$ cat src/rtl/fetch_pkg.sv
// Shared definitions for the fetch sequencer: FSM state encoding, branch
// opcodes and the instruction field positions used by the decoder.
package fetch_pkg;

    typedef enum logic [2:0] {
        ST_FETCH  = 3'd0,
        ST_WAIT   = 3'd1,
        ST_EXEC   = 3'd2,
        ST_UPDATE = 3'd3,
        ST_HALT   = 3'd4
    } state_t;

    localparam logic [3:0] OPC_BRF = 4'hC;
    localparam logic [3:0] OPC_BRB = 4'hD;
    localparam logic [3:0] OPC_BZF = 4'hE;
    localparam logic [3:0] OPC_HLT = 4'hF;

    // Opcode lives in the top nibble of a 16-bit instruction word.
    localparam int OPC_HI = 15;
    localparam int OPC_LO = 12;

endpackage

$ cat src/rtl/fetch_decode.sv
// Combinational next-pc control decode: turns the held instruction and the
// condition flag into a one-hot inc/add/sub request, branch offset and halt.
module fetch_decode
    import fetch_pkg::*;
#(
    parameter int AW   = 16,
    parameter int DW   = 16,
    parameter int IMMW = 12
) (
    input  logic [DW-1:0] ir,
    input  logic          zflag,
    output logic          inc_n,
    output logic          add_n,
    output logic          sub_n,
    output logic [AW-1:0] offset_n,
    output logic          halt_n
);

    logic [3:0]    opcode;
    logic [AW-1:0] imm_ext;

    assign opcode  = ir[OPC_HI:OPC_LO];
    assign imm_ext = {{(AW-IMMW){1'b0}}, ir[IMMW-1:0]};

    always_comb begin
        inc_n    = 1'b0;
        add_n    = 1'b0;
        sub_n    = 1'b0;
        halt_n   = 1'b0;
        offset_n = '0;
        case (opcode)
            OPC_BRF: add_n  = 1'b1;
            OPC_BRB: sub_n  = 1'b1;
            OPC_BZF: begin
                add_n = zflag;
                inc_n = ~zflag;
            end
            OPC_HLT: halt_n = 1'b1;
            default: inc_n  = 1'b1;
        endcase
        // Plain increments always carry a zero offset.
        if (add_n || sub_n) begin
            offset_n = imm_ext;
        end
    end

endmodule

$ cat src/rtl/fetch_ctrl.sv
// Fetch sequencer: reads the instruction at pc, delivers it to decode, then
// pulses exactly one pc control (inc/add/sub) before fetching again.
module fetch_ctrl
    import fetch_pkg::*;
#(
    parameter int AW   = 16,
    parameter int DW   = 16,
    parameter int IMMW = 12
) (
    input  logic          clk,
    input  logic          reset,
    input  logic [AW-1:0] pc,
    output logic          mem_req,
    output logic [AW-1:0] mem_addr,
    input  logic [DW-1:0] mem_rdata,
    input  logic          mem_ack,
    output logic [DW-1:0] ir,
    output logic          ir_valid,
    input  logic          ir_ready,
    input  logic          zflag,
    output logic          inc,
    output logic          add,
    output logic          sub,
    output logic [AW-1:0] offset,
    output logic          halted
);

    state_t        state_q, state_d;
    logic          mem_req_q, mem_req_d;
    logic [AW-1:0] mem_addr_q, mem_addr_d;
    logic [DW-1:0] ir_q, ir_d;
    logic          ir_valid_q, ir_valid_d;
    logic          inc_q, inc_d;
    logic          add_q, add_d;
    logic          sub_q, sub_d;
    logic [AW-1:0] offset_q, offset_d;

    logic          inc_n, add_n, sub_n, halt_n;
    logic [AW-1:0] offset_n;

    fetch_decode #(
        .AW   (AW),
        .DW   (DW),
        .IMMW (IMMW)
    ) u_decode (
        .ir       (ir_q),
        .zflag    (zflag),
        .inc_n    (inc_n),
        .add_n    (add_n),
        .sub_n    (sub_n),
        .offset_n (offset_n),
        .halt_n   (halt_n)
    );

    always_comb begin
        state_d    = state_q;
        mem_req_d  = mem_req_q;
        mem_addr_d = mem_addr_q;
        ir_d       = ir_q;
        ir_valid_d = ir_valid_q;
        // Controls are single-cycle pulses: cleared unless set below.
        inc_d      = 1'b0;
        add_d      = 1'b0;
        sub_d      = 1'b0;
        offset_d   = '0;
        case (state_q)
            ST_FETCH: begin
                mem_addr_d = pc;
                mem_req_d  = 1'b1;
                state_d    = ST_WAIT;
            end
            ST_WAIT: begin
                if (mem_ack) begin
                    ir_d       = mem_rdata;
                    ir_valid_d = 1'b1;
                    mem_req_d  = 1'b0;
                    state_d    = ST_EXEC;
                end
            end
            ST_EXEC: begin
                if (ir_valid_q && ir_ready) begin
                    ir_valid_d = 1'b0;
                    if (halt_n) begin
                        state_d = ST_HALT;
                    end else begin
                        inc_d    = inc_n;
                        add_d    = add_n;
                        sub_d    = sub_n;
                        offset_d = offset_n;
                        state_d  = ST_UPDATE;
                    end
                end
            end
            ST_UPDATE: state_d = ST_FETCH;
            ST_HALT:   state_d = ST_HALT;
            default:   state_d = ST_FETCH;
        endcase
    end

    always_ff @(posedge clk) begin
        if (reset) begin
            state_q    <= ST_FETCH;
            mem_req_q  <= 1'b0;
            mem_addr_q <= '0;
            ir_q       <= '0;
            ir_valid_q <= 1'b0;
            inc_q      <= 1'b0;
            add_q      <= 1'b0;
            sub_q      <= 1'b0;
            offset_q   <= '0;
        end else begin
            state_q    <= state_d;
            mem_req_q  <= mem_req_d;
            mem_addr_q <= mem_addr_d;
            ir_q       <= ir_d;
            ir_valid_q <= ir_valid_d;
            inc_q      <= inc_d;
            add_q      <= add_d;
            sub_q      <= sub_d;
            offset_q   <= offset_d;
        end
    end

    // A reset landing in UPDATE must not let the pc load on that edge.
    assign inc      = inc_q & ~reset;
    assign add      = add_q & ~reset;
    assign sub      = sub_q & ~reset;
    assign offset   = reset ? '0 : offset_q;
    assign mem_req  = mem_req_q;
    assign mem_addr = mem_addr_q;
    assign ir       = ir_q;
    assign ir_valid = ir_valid_q;
    assign halted   = (state_q == ST_HALT);

endmodule

$ cat config.mk
export PLATFORM = sky130hd
export DESIGN_NAME = fetch_ctrl
export DESIGN_NICKNAME = d
export VERILOG_FILES = /design/src/rtl/fetch_pkg.sv /design/src/rtl/fetch_decode.sv /design/src/rtl/fetch_ctrl.sv
export SDC_FILE = /design/constraint.sdc
export NUM_CORES = 1
export LEC_CHECK = 0
export BUFFER_PORTS_ARGS = -buffer_cell sky130_fd_sc_hd__buf_2
export CELL_PAD_IN_SITES_DETAIL_PLACEMENT = 1
export CELL_PAD_IN_SITES_GLOBAL_PLACEMENT = 1
export CORE_MARGIN = 3
export CORE_UTILIZATION = 32
export CTS_CLUSTER_SIZE = 30
export DETAILED_ROUTE_END_ITERATION = 8
export GPL_ROUTABILITY_DRIVEN = 0
export HOLD_SLACK_MARGIN = 0.06
export PLACE_DENSITY_LB_ADDON = 0.1
export SLEW_MARGIN = 20
export SYNTH_ARGS = -nofsm -noshare
export SYNTH_HDL_FRONTEND = slang
export SYNTH_SLANG_ARGS = --single-unit
$ cat constraint.sdc
create_clock -name clk -period 1.6 [get_ports clk]
set_input_delay 0.32 -clock clk [delete_from_list [all_inputs] [get_ports clk]]
set_output_delay 0.32 -clock clk [all_outputs]
set_load 0.02 [all_outputs]
# Word level (Yosys, flattened, before mapping)
# Cells that the tools add are included.
# word_totals
reg_bits	56
output_inout_bits	54
in_bits	37
wordCells	53
# op_classes
n_mux	14
n_bitwise	8
n_eq_ne	9
n_reduce_logical	12
# ops
cell	n
equality test 4 bit, second input constant	4
2-to-1 mux 16 bit	1
one-hot mux 3 bit (4 select lines)	1
2-to-1 mux 3 bit	3
one-hot mux 1 bit (2 select lines)	4
AND reduction 2 bit	3
2-to-1 mux 1 bit	5
NOT 1 bit	5
OR reduction 5 bit	1
inequality test 2 bit, second input constant	2
nonzero test 2 bit	2
OR reduction 4 bit	1
AND 1 bit	3
equality test 3 x 1 -> 1 bit, second input constant	1
equality test 3 x 2 -> 1 bit, second input constant	1
equality test 3 bit, second input constant	1
logical NOT 3 bit	1
AND reduction 3 bit	1
OR reduction 3 bit	1
logical AND 1 bit	1
logical OR 1 bit	1

# Depth between registers and ports, before layout
# Gate-level depths: netlist (run 1).
# depth
ltp_word	5
depth_mapped	6
depth_no_buf	3

# Hierarchy
# Synthesis (run 1) repeated with hierarchy kept, for this count alone.
# hier_totals
cells_unflattened	297
hier_area_um2	2743.9
# by_module_without_submodules
module	cells_each	area_per_inst_um2	seq_area_each_um2	n_inst
fetch_ctrl	255	2464.9	1121.1	1
fetch_decode	42	279.0	0.0	1

# Worst setup path before layout (run 1)
# Ideal clock, no wire load.
# synth_timing
kind	reg2reg
start	reg ir_valid_q, in the netlist ir_valid
end	reg state_q[2]
period_less_slack_ps	1460
path_stages_with_launch	4
path_slack_ps	140
required_time_ps	1514
arrival_time_ps	1374
path_buffers	0
setup_ps	86
path_cell_list	dfxtp_1 > nand4_2 > or4_1 > a211oi_1
# synth_via
elab_chain_len	3
# synth_rtl
element	line	text
start, declared	fetch_ctrl.sv:32	logic ir_valid_q, ir_valid_d;
start signal, assigned	fetch_ctrl.sv:116	ir_valid_q <= ir_valid_d;
logical AND 1 bit	fetch_ctrl.sv:81	if (ir_valid_q && ir_ready) begin
inequality test 2 bit (no line)	-	
AND reduction 2 bit (no line)	-	
end signal, assigned	fetch_ctrl.sv:112	state_q <= state_d;
end, declared	fetch_ctrl.sv:28	state_t state_q, state_d;
# No other way between the ends.
# A chain may end at the register's enable or synchronous reset.

# Worst setup path after layout (run 1)
# layout_timing
start	reg state_q[2]
end	out halted
# layout_via
elab_chain_len	1
# layout_rtl
element	line	text
equality test 3 bit	fetch_ctrl.sv:133	assign halted = (state_q == ST_HALT);
end, declared	fetch_ctrl.sv:25	output logic halted
# No other way between the ends.

==> results_dict.tcl, run 1 <==
set metrics [dict create \
    whs_ps 252.1 \
    num_vias 1786 \
    rows 27 \
    place_ws_ps 106.0 \
    grt_pass1_vias 1785 \
    cts-buffers-inserted 5 \
    slowest_delay_ps 480 \
    clock_latency_ps 290 \
    p_leak_nw 1.231 \
    crit_type "reg2out" \
    crit_path_start_kind "flop" \
    yosysSeqAreaShare_pct 53.06 \
    period_share_pct 94.23 \
    drv_slew 0 \
    first_iter_violations 38 \
    finalSetupViolations 0 \
    critPathSlowestCell "dfxtp_1" \
    hold_violations 0 \
    dp_cells 381 \
    crit_required_ps 1280 \
    grt_usage_pct 14.85 \
    syn_avg_cell_area_um2 8.530 \
    multiInputGateArea_um2 818.3 \
    fin_nets 353 \
    core-area_um2 5709 \
    grt_setup_unrepaired "false" \
    antenna_left 0 \
    grt_pass1_wl_mm 8.500 \
    power_density_nw_per_um2 973.7 \
    area_growth_pct 30.87 \
    grt_max_degree 53 \
    max_freq_ghz 0.6633 \
    final.setup.tns_ps 0 \
    postCtsSetupBuffers 0 \
    min_period_ps 1508 \
    synth_seq_cells 52 \
    htreeDepth 2 \
    via_per_inst 4.603 \
    die-area_um2 7106 \
    drc 0 \
    cts.sinks 52 \
    worst_slack_ps 92.31 \
    postSynthCellCount 230 \
    worstPathArrival_ps 1190 \
    drt-total-wl_mm 5.210 \
    die_x_um 84.30 \
    ir_drop_uv 444.8 \
    cts_tree "yes" \
    final_layout_size_suffix_gt1_share_pct 34.81 \
    io_buffers 86 \
    io_pins 91 \
    overflow 0 \
    clk_path_buf_depth 2 \
    hold_path.class "in2reg" \
    yosysWarnings 0 \
    root_buffer "clkbuf_8" \
    die_h_um 84.30 \
    drt_pass1_iterations 4 \
    maxCapViolCount 0 \
    crit_chain "nor3b_1, buf_2" \
    ys_types 32 \
    clkTransAtPathRegs_ps 90 \
    wl_per_cell_um 13.43 \
    dp_hpwl_mm 3.751 \
    seqCellArea_um2 1041 \
    endpoint_kind "output port" \
    diodes 0 \
    post_cts_resized 0 \
    n_fill_cell 747 \
    initial_core_util_pct 34.36 \
    fin_cells 388 \
    cts_hold_buf 0 \
    path_max_fanout 7 \
    antenna_found_initial 0 \
    clock_skew_ps 5.531 \
    outcome "completed" \
    netlist_area_um2 1962 \
]
[kinds of logic (layout without fill, tap and decap cells)]
| logic type | count (synthesis) | in the layout | synth area share, % |
|---|---|---|---|
| other | 1 | 4 | 0.1911 |
| and+or+nand+nor | 112 | 112 | 28.44 |
| DFF | 52 | 52 | 53.06 |
| AOI/OAI and AO/OA | 41 | 41 | 11.73 |
| buffers and inverters | 24 | 107 | 6.569 |
[layer usage]
layer	vias to the layer above	part of all wire, %	GRT usage [%]
li1	915	-	-
met1	820	43	17.27
met4	0	1.3	4.386
met2	47	50	26.83
met5	-	0	0
met3	4	5.8	3.631
[metrics by stage]
step	utilization (%)	area (um^2)	power, mW
floorplan	-	1973	1.678
detailed placement	43.61	2490	1.850
CTS	44.97	2567	2.547
global route	44.97	2567	2.645
global placement	43.61	2490	1.841
finish	44.97	2567	2.500
[flip-flops by register name, summed over array words and instances (netlist names)]
| register | count |
|---|---|
| add_q | 1 |
| inc_q | 1 |
| ir | 16 |
| ir_valid | 1 |
| mem_addr | 16 |
| mem_req | 1 |
| offset_q | 12 |
| state_q | 3 |
| sub_q | 1 |
[cell type report]
type                            instances  share of cell area (%)
Clock inverter                          1                  0.1949
Inverter                                2                  0.2924
Tap cell                               72                   3.509
Multi-Input combinational cell        157                   31.87
Sequential cell                        52                   40.55
Clock buffer                            6                   2.827
Timing Repair Buffer                   98                   20.76
[final timing paths]
check | from | endpoint | slack, ps | cells past startpoint
worst max-delay path | state_q[2]$_SDFFE_PP0P_ | halted | 90 | 2
worst min-delay path | pc[11] | mem_addr[11]$_SDFFE_PP0N_ | 250 | 3
worst max register to register | state_q[2]$_SDFFE_PP0P_ | offset_q[6]$_SDFF_PP0_ | 100 | 3
worst min register to register | mem_addr[11]$_SDFFE_PP0N_ | mem_addr[11]$_SDFFE_PP0N_ | 460 | 2
[critical path, delay by kind of cell (launching register included)]
kind	cells	cell delay [ps]
buffers and inverters	1	200
DFF	1	480
and+or+nand+nor	1	220
[Yosys cell counts (all sizes together)]
cell | count | share of area [%]
nand4 | 2 | 0.96
conb | 1 | 0.19
nor2b | 15 | 4.8
nor2 | 6 | 1.5
or3 | 1 | 0.32
a21oi | 33 | 8.4
nor4bb | 1 | 0.51
dfxtp | 52 | 53
nor4b | 1 | 0.45
and3 | 12 | 3.8
a211oi | 2 | 0.77
o22ai | 1 | 0.32
inv | 2 | 0.38
a31oi | 1 | 0.32
or4b | 1 | 0.70
nor3b | 1 | 0.38
a311oi | 2 | 0.89
nand2 | 67 | 13
o21ai | 1 | 0.25
nor3 | 1 | 0.51
clkbuf | 8 | 1.5
and2 | 1 | 0.32
or4 | 1 | 0.38
nand4bb | 1 | 0.57
a2111oi | 1 | 0.77
nand3b | 1 | 0.38
buf | 14 | 4.7
[power breakdown]
group          total (mW)  switching [mW]  internal [mW]
clock               0.691           0.392          0.298
sequential           1.40          0.0443           1.36
combinational       0.407           0.253          0.154
total                2.50           0.690           1.81
[cells in the final DEF (no fill, tap or decap), types with 2 or more instances in the layout]
cell / Yosys / routed
and3_1: 12 / 12
dfxtp_1: 52 / 52
buf_2: 7 / 86
clkbuf_8: 0 / 5
a211oi_1: 2 / 2
nor2_1: 5 / 5
a311oi_1: 2 / 2
inv_1: 2 / 2
nor2b_1: 15 / 15
nand2_1: 67 / 67
buf_4: 4 / 11
a21oi_1: 33 / 33
conb_1: 1 / 4
No activity file was read; power rests on OpenSTA's default activity.
==> run 2, diff against run 1 <==
CELL_PAD_IN_SITES_DETAIL_PLACEMENT = unset   (was 1)
CELL_PAD_IN_SITES_GLOBAL_PLACEMENT = unset   (was 1)
CORE_UTILIZATION = 46   (was 32)
PLACE_DENSITY = 0.79   (was unset)
PLACE_DENSITY_LB_ADDON = unset   (was 0.1)
==> results_dict.tcl, run 2 (synthesized netlist as in run 1, its figures left out) <==
set metrics [dict create \
    outcome "completed" \
    drc 0 \
    layout_commonest_cell "buf_2" \
    io_buffers 86 \
    area_growth_pct 30.42 \
    cts.sinks 52 \
    die-area_um2 5084 \
    diodes 0 \
    whs_ps 250.8 \
    grt_setup_unrepaired "false" \
    slowest_delay_ps 610 \
    period_share_pct 93.42 \
    final_layout_size_suffix_gt1_share_pct 35.03 \
    worst-path-buf-inv 0 \
    intPower_mw 2.052 \
    fin_nets 350 \
    worstMarginPinSlew_ps 680.0 \
    final_cell_mix "buf_2, nand2_1, dfxtp_1" \
    rows 23 \
    p_leak_nw 1.238 \
    clockPowerShare_pct 34.6 \
    path_max_fanout 12 \
    p_comb_share_pct 14.1 \
    maxCapViolCount 0 \
    switching_share_pct 25.13 \
    grt_pass1_wl_mm 7.189 \
    num_vias 1770 \
    power_density_nw_per_um2 1071 \
    clock_skew_ps 4.661 \
    die_h_um 71.31 \
    via_per_inst 4.863 \
    critPathSlowestCell "or4b_4" \
    endpoint_kind "flop" \
    core-area_um2 4058 \
    crit_required_ps 1840 \
    cts_hold_buf 0 \
    crit_path_start_kind "flop" \
    initial_core_util_pct 48.35 \
    switching_power_mw 0.6889 \
    drt-total-wl_mm 4.545 \
    drv_slew 0 \
    cts_tree "yes" \
    grt_pass1_vias 1580 \
    clkTransAtPathRegs_ps 90 \
    crit_chain "or4b_4, nor2_4, and3_1" \
    root_buffer "clkbuf_8" \
    wl_per_cell_um 12.49 \
    clk_path_buf_depth 2 \
    drt_pass1_iterations 4 \
    hold_violations 0 \
    min_period_ps 1495 \
    crit_type "reg2reg" \
    share_seq_of_total_power_pct 51.3 \
    worstPathArrival_ps 1740 \
    cp_top_family "simple AND/OR/NAND/NOR gates" \
    first_iter_violations 113 \
    die_x_um 71.31 \
    max_freq_ghz 0.6690 \
    clock_latency_ps 300 \
    cts-buffers-inserted 5 \
    antenna_left 0 \
    hold_path.class "in2reg" \
    htreeDepth 2 \
    ir_drop_uv 775.3 \
    slew_headroom_pct 54.36 \
    grt_usage_pct 17.59 \
    postCtsSetupBuffers 0 \
    grt_max_degree 24 \
    final.setup.tns_ps 0 \
    antenna_found_initial 0 \
    overflow 0 \
    io_pins 91 \
    dp_hpwl_mm 3.313 \
    finalSetupViolations 0 \
]
==> run 2: cell types whose count changed in the layout (fill, tap and decap cells not counted), sizes merged <==
cell / before / now
clkbuf: 6 / 7
buf: 98 / 95
bufinv: 0 / 1
clkinv: 1 / 0
==> run 2: area by class of cell <==
class	instances	area [um^2]
Sequential cell	52	1041
Fill cell	374	1499
Tap cell	50	62.56
Timing Repair Buffer	95	498.0
Clock inverter	1	30.03
Clock buffer	7	96.34
Multi-Input combinational cell	157	823.3
Inverter	2	7.507
==> run 2: routing by layer <==
| metal | track usage (%) | vias to the layer above | part of all wire [%] |
|---|---|---|---|
| met3 | 4.909 | 8 | 6.5 |
| met5 | 0 | - | 0 |
| met1 | 21.43 | 786 | 42 |
| met4 | 6.472 | 0 | 1.7 |
| met2 | 29.59 | 60 | 50 |
| li1 | - | 916 | - |
==> run 2: stage by stage <==
stage          total power, mW  setup slack (ps)  instances  area, um^2  util, %
2_1_floorplan            1.678             140.1        233        1973        -
3_3_place_gp             1.814             108.2        356        2427    59.82
3_5_place_dp             1.824             102.0        356        2427    59.82
4_1_cts                  2.768             61.02        364        2554    62.94
5_1_grt                  2.870             12.82        364        2559    63.06
6_report                 2.741             105.3        364        2559    63.06
==> run 2: worst paths after layout <==
kind                                           startpoint                         to  slack (ps)  depth (start not counted)
worst max-delay path              state_q[0]$_SDFFE_PP0P_     offset_q[9]$_SDFF_PP0_         110                          3
worst max register to register    state_q[0]$_SDFFE_PP0P_     offset_q[9]$_SDFF_PP0_         110                          3
worst min-delay path                        mem_rdata[11]        ir[11]$_SDFFE_PP0P_         250                          3
worst min register to register  mem_addr[11]$_SDFFE_PP0N_  mem_addr[11]$_SDFFE_PP0N_         450                          2
==> run 2: worst min-delay path, delay by kind of cell <==
kind / cells / cell delay [ps]
compound gates: 1 / 50
buf+inv: 1 / 90
simple gates: 1 / 40
==> run 2: power groups by stage <==
| stage | sequential [mW] | combinational (mW) | clock (mW) |
|---|---|---|---|
| final | 1.41 | 0.387 | 0.949 |
| after global routing | 1.41 | 0.428 | 1.03 |
| after CTS | 1.41 | 0.390 | 0.973 |
| after detailed placement | 1.44 | 0.388 | 0 |
| after global placement | 1.43 | 0.382 | 0 |
| after floorplan | 1.50 | 0.180 | 0 |
==> run 2: what timing repair did <==
item / CTS / global route
gates resized for setup: 0 / 2
endpoints found under the hold margin: 0 / 0
endpoints found under the setup margin: 0 / 13
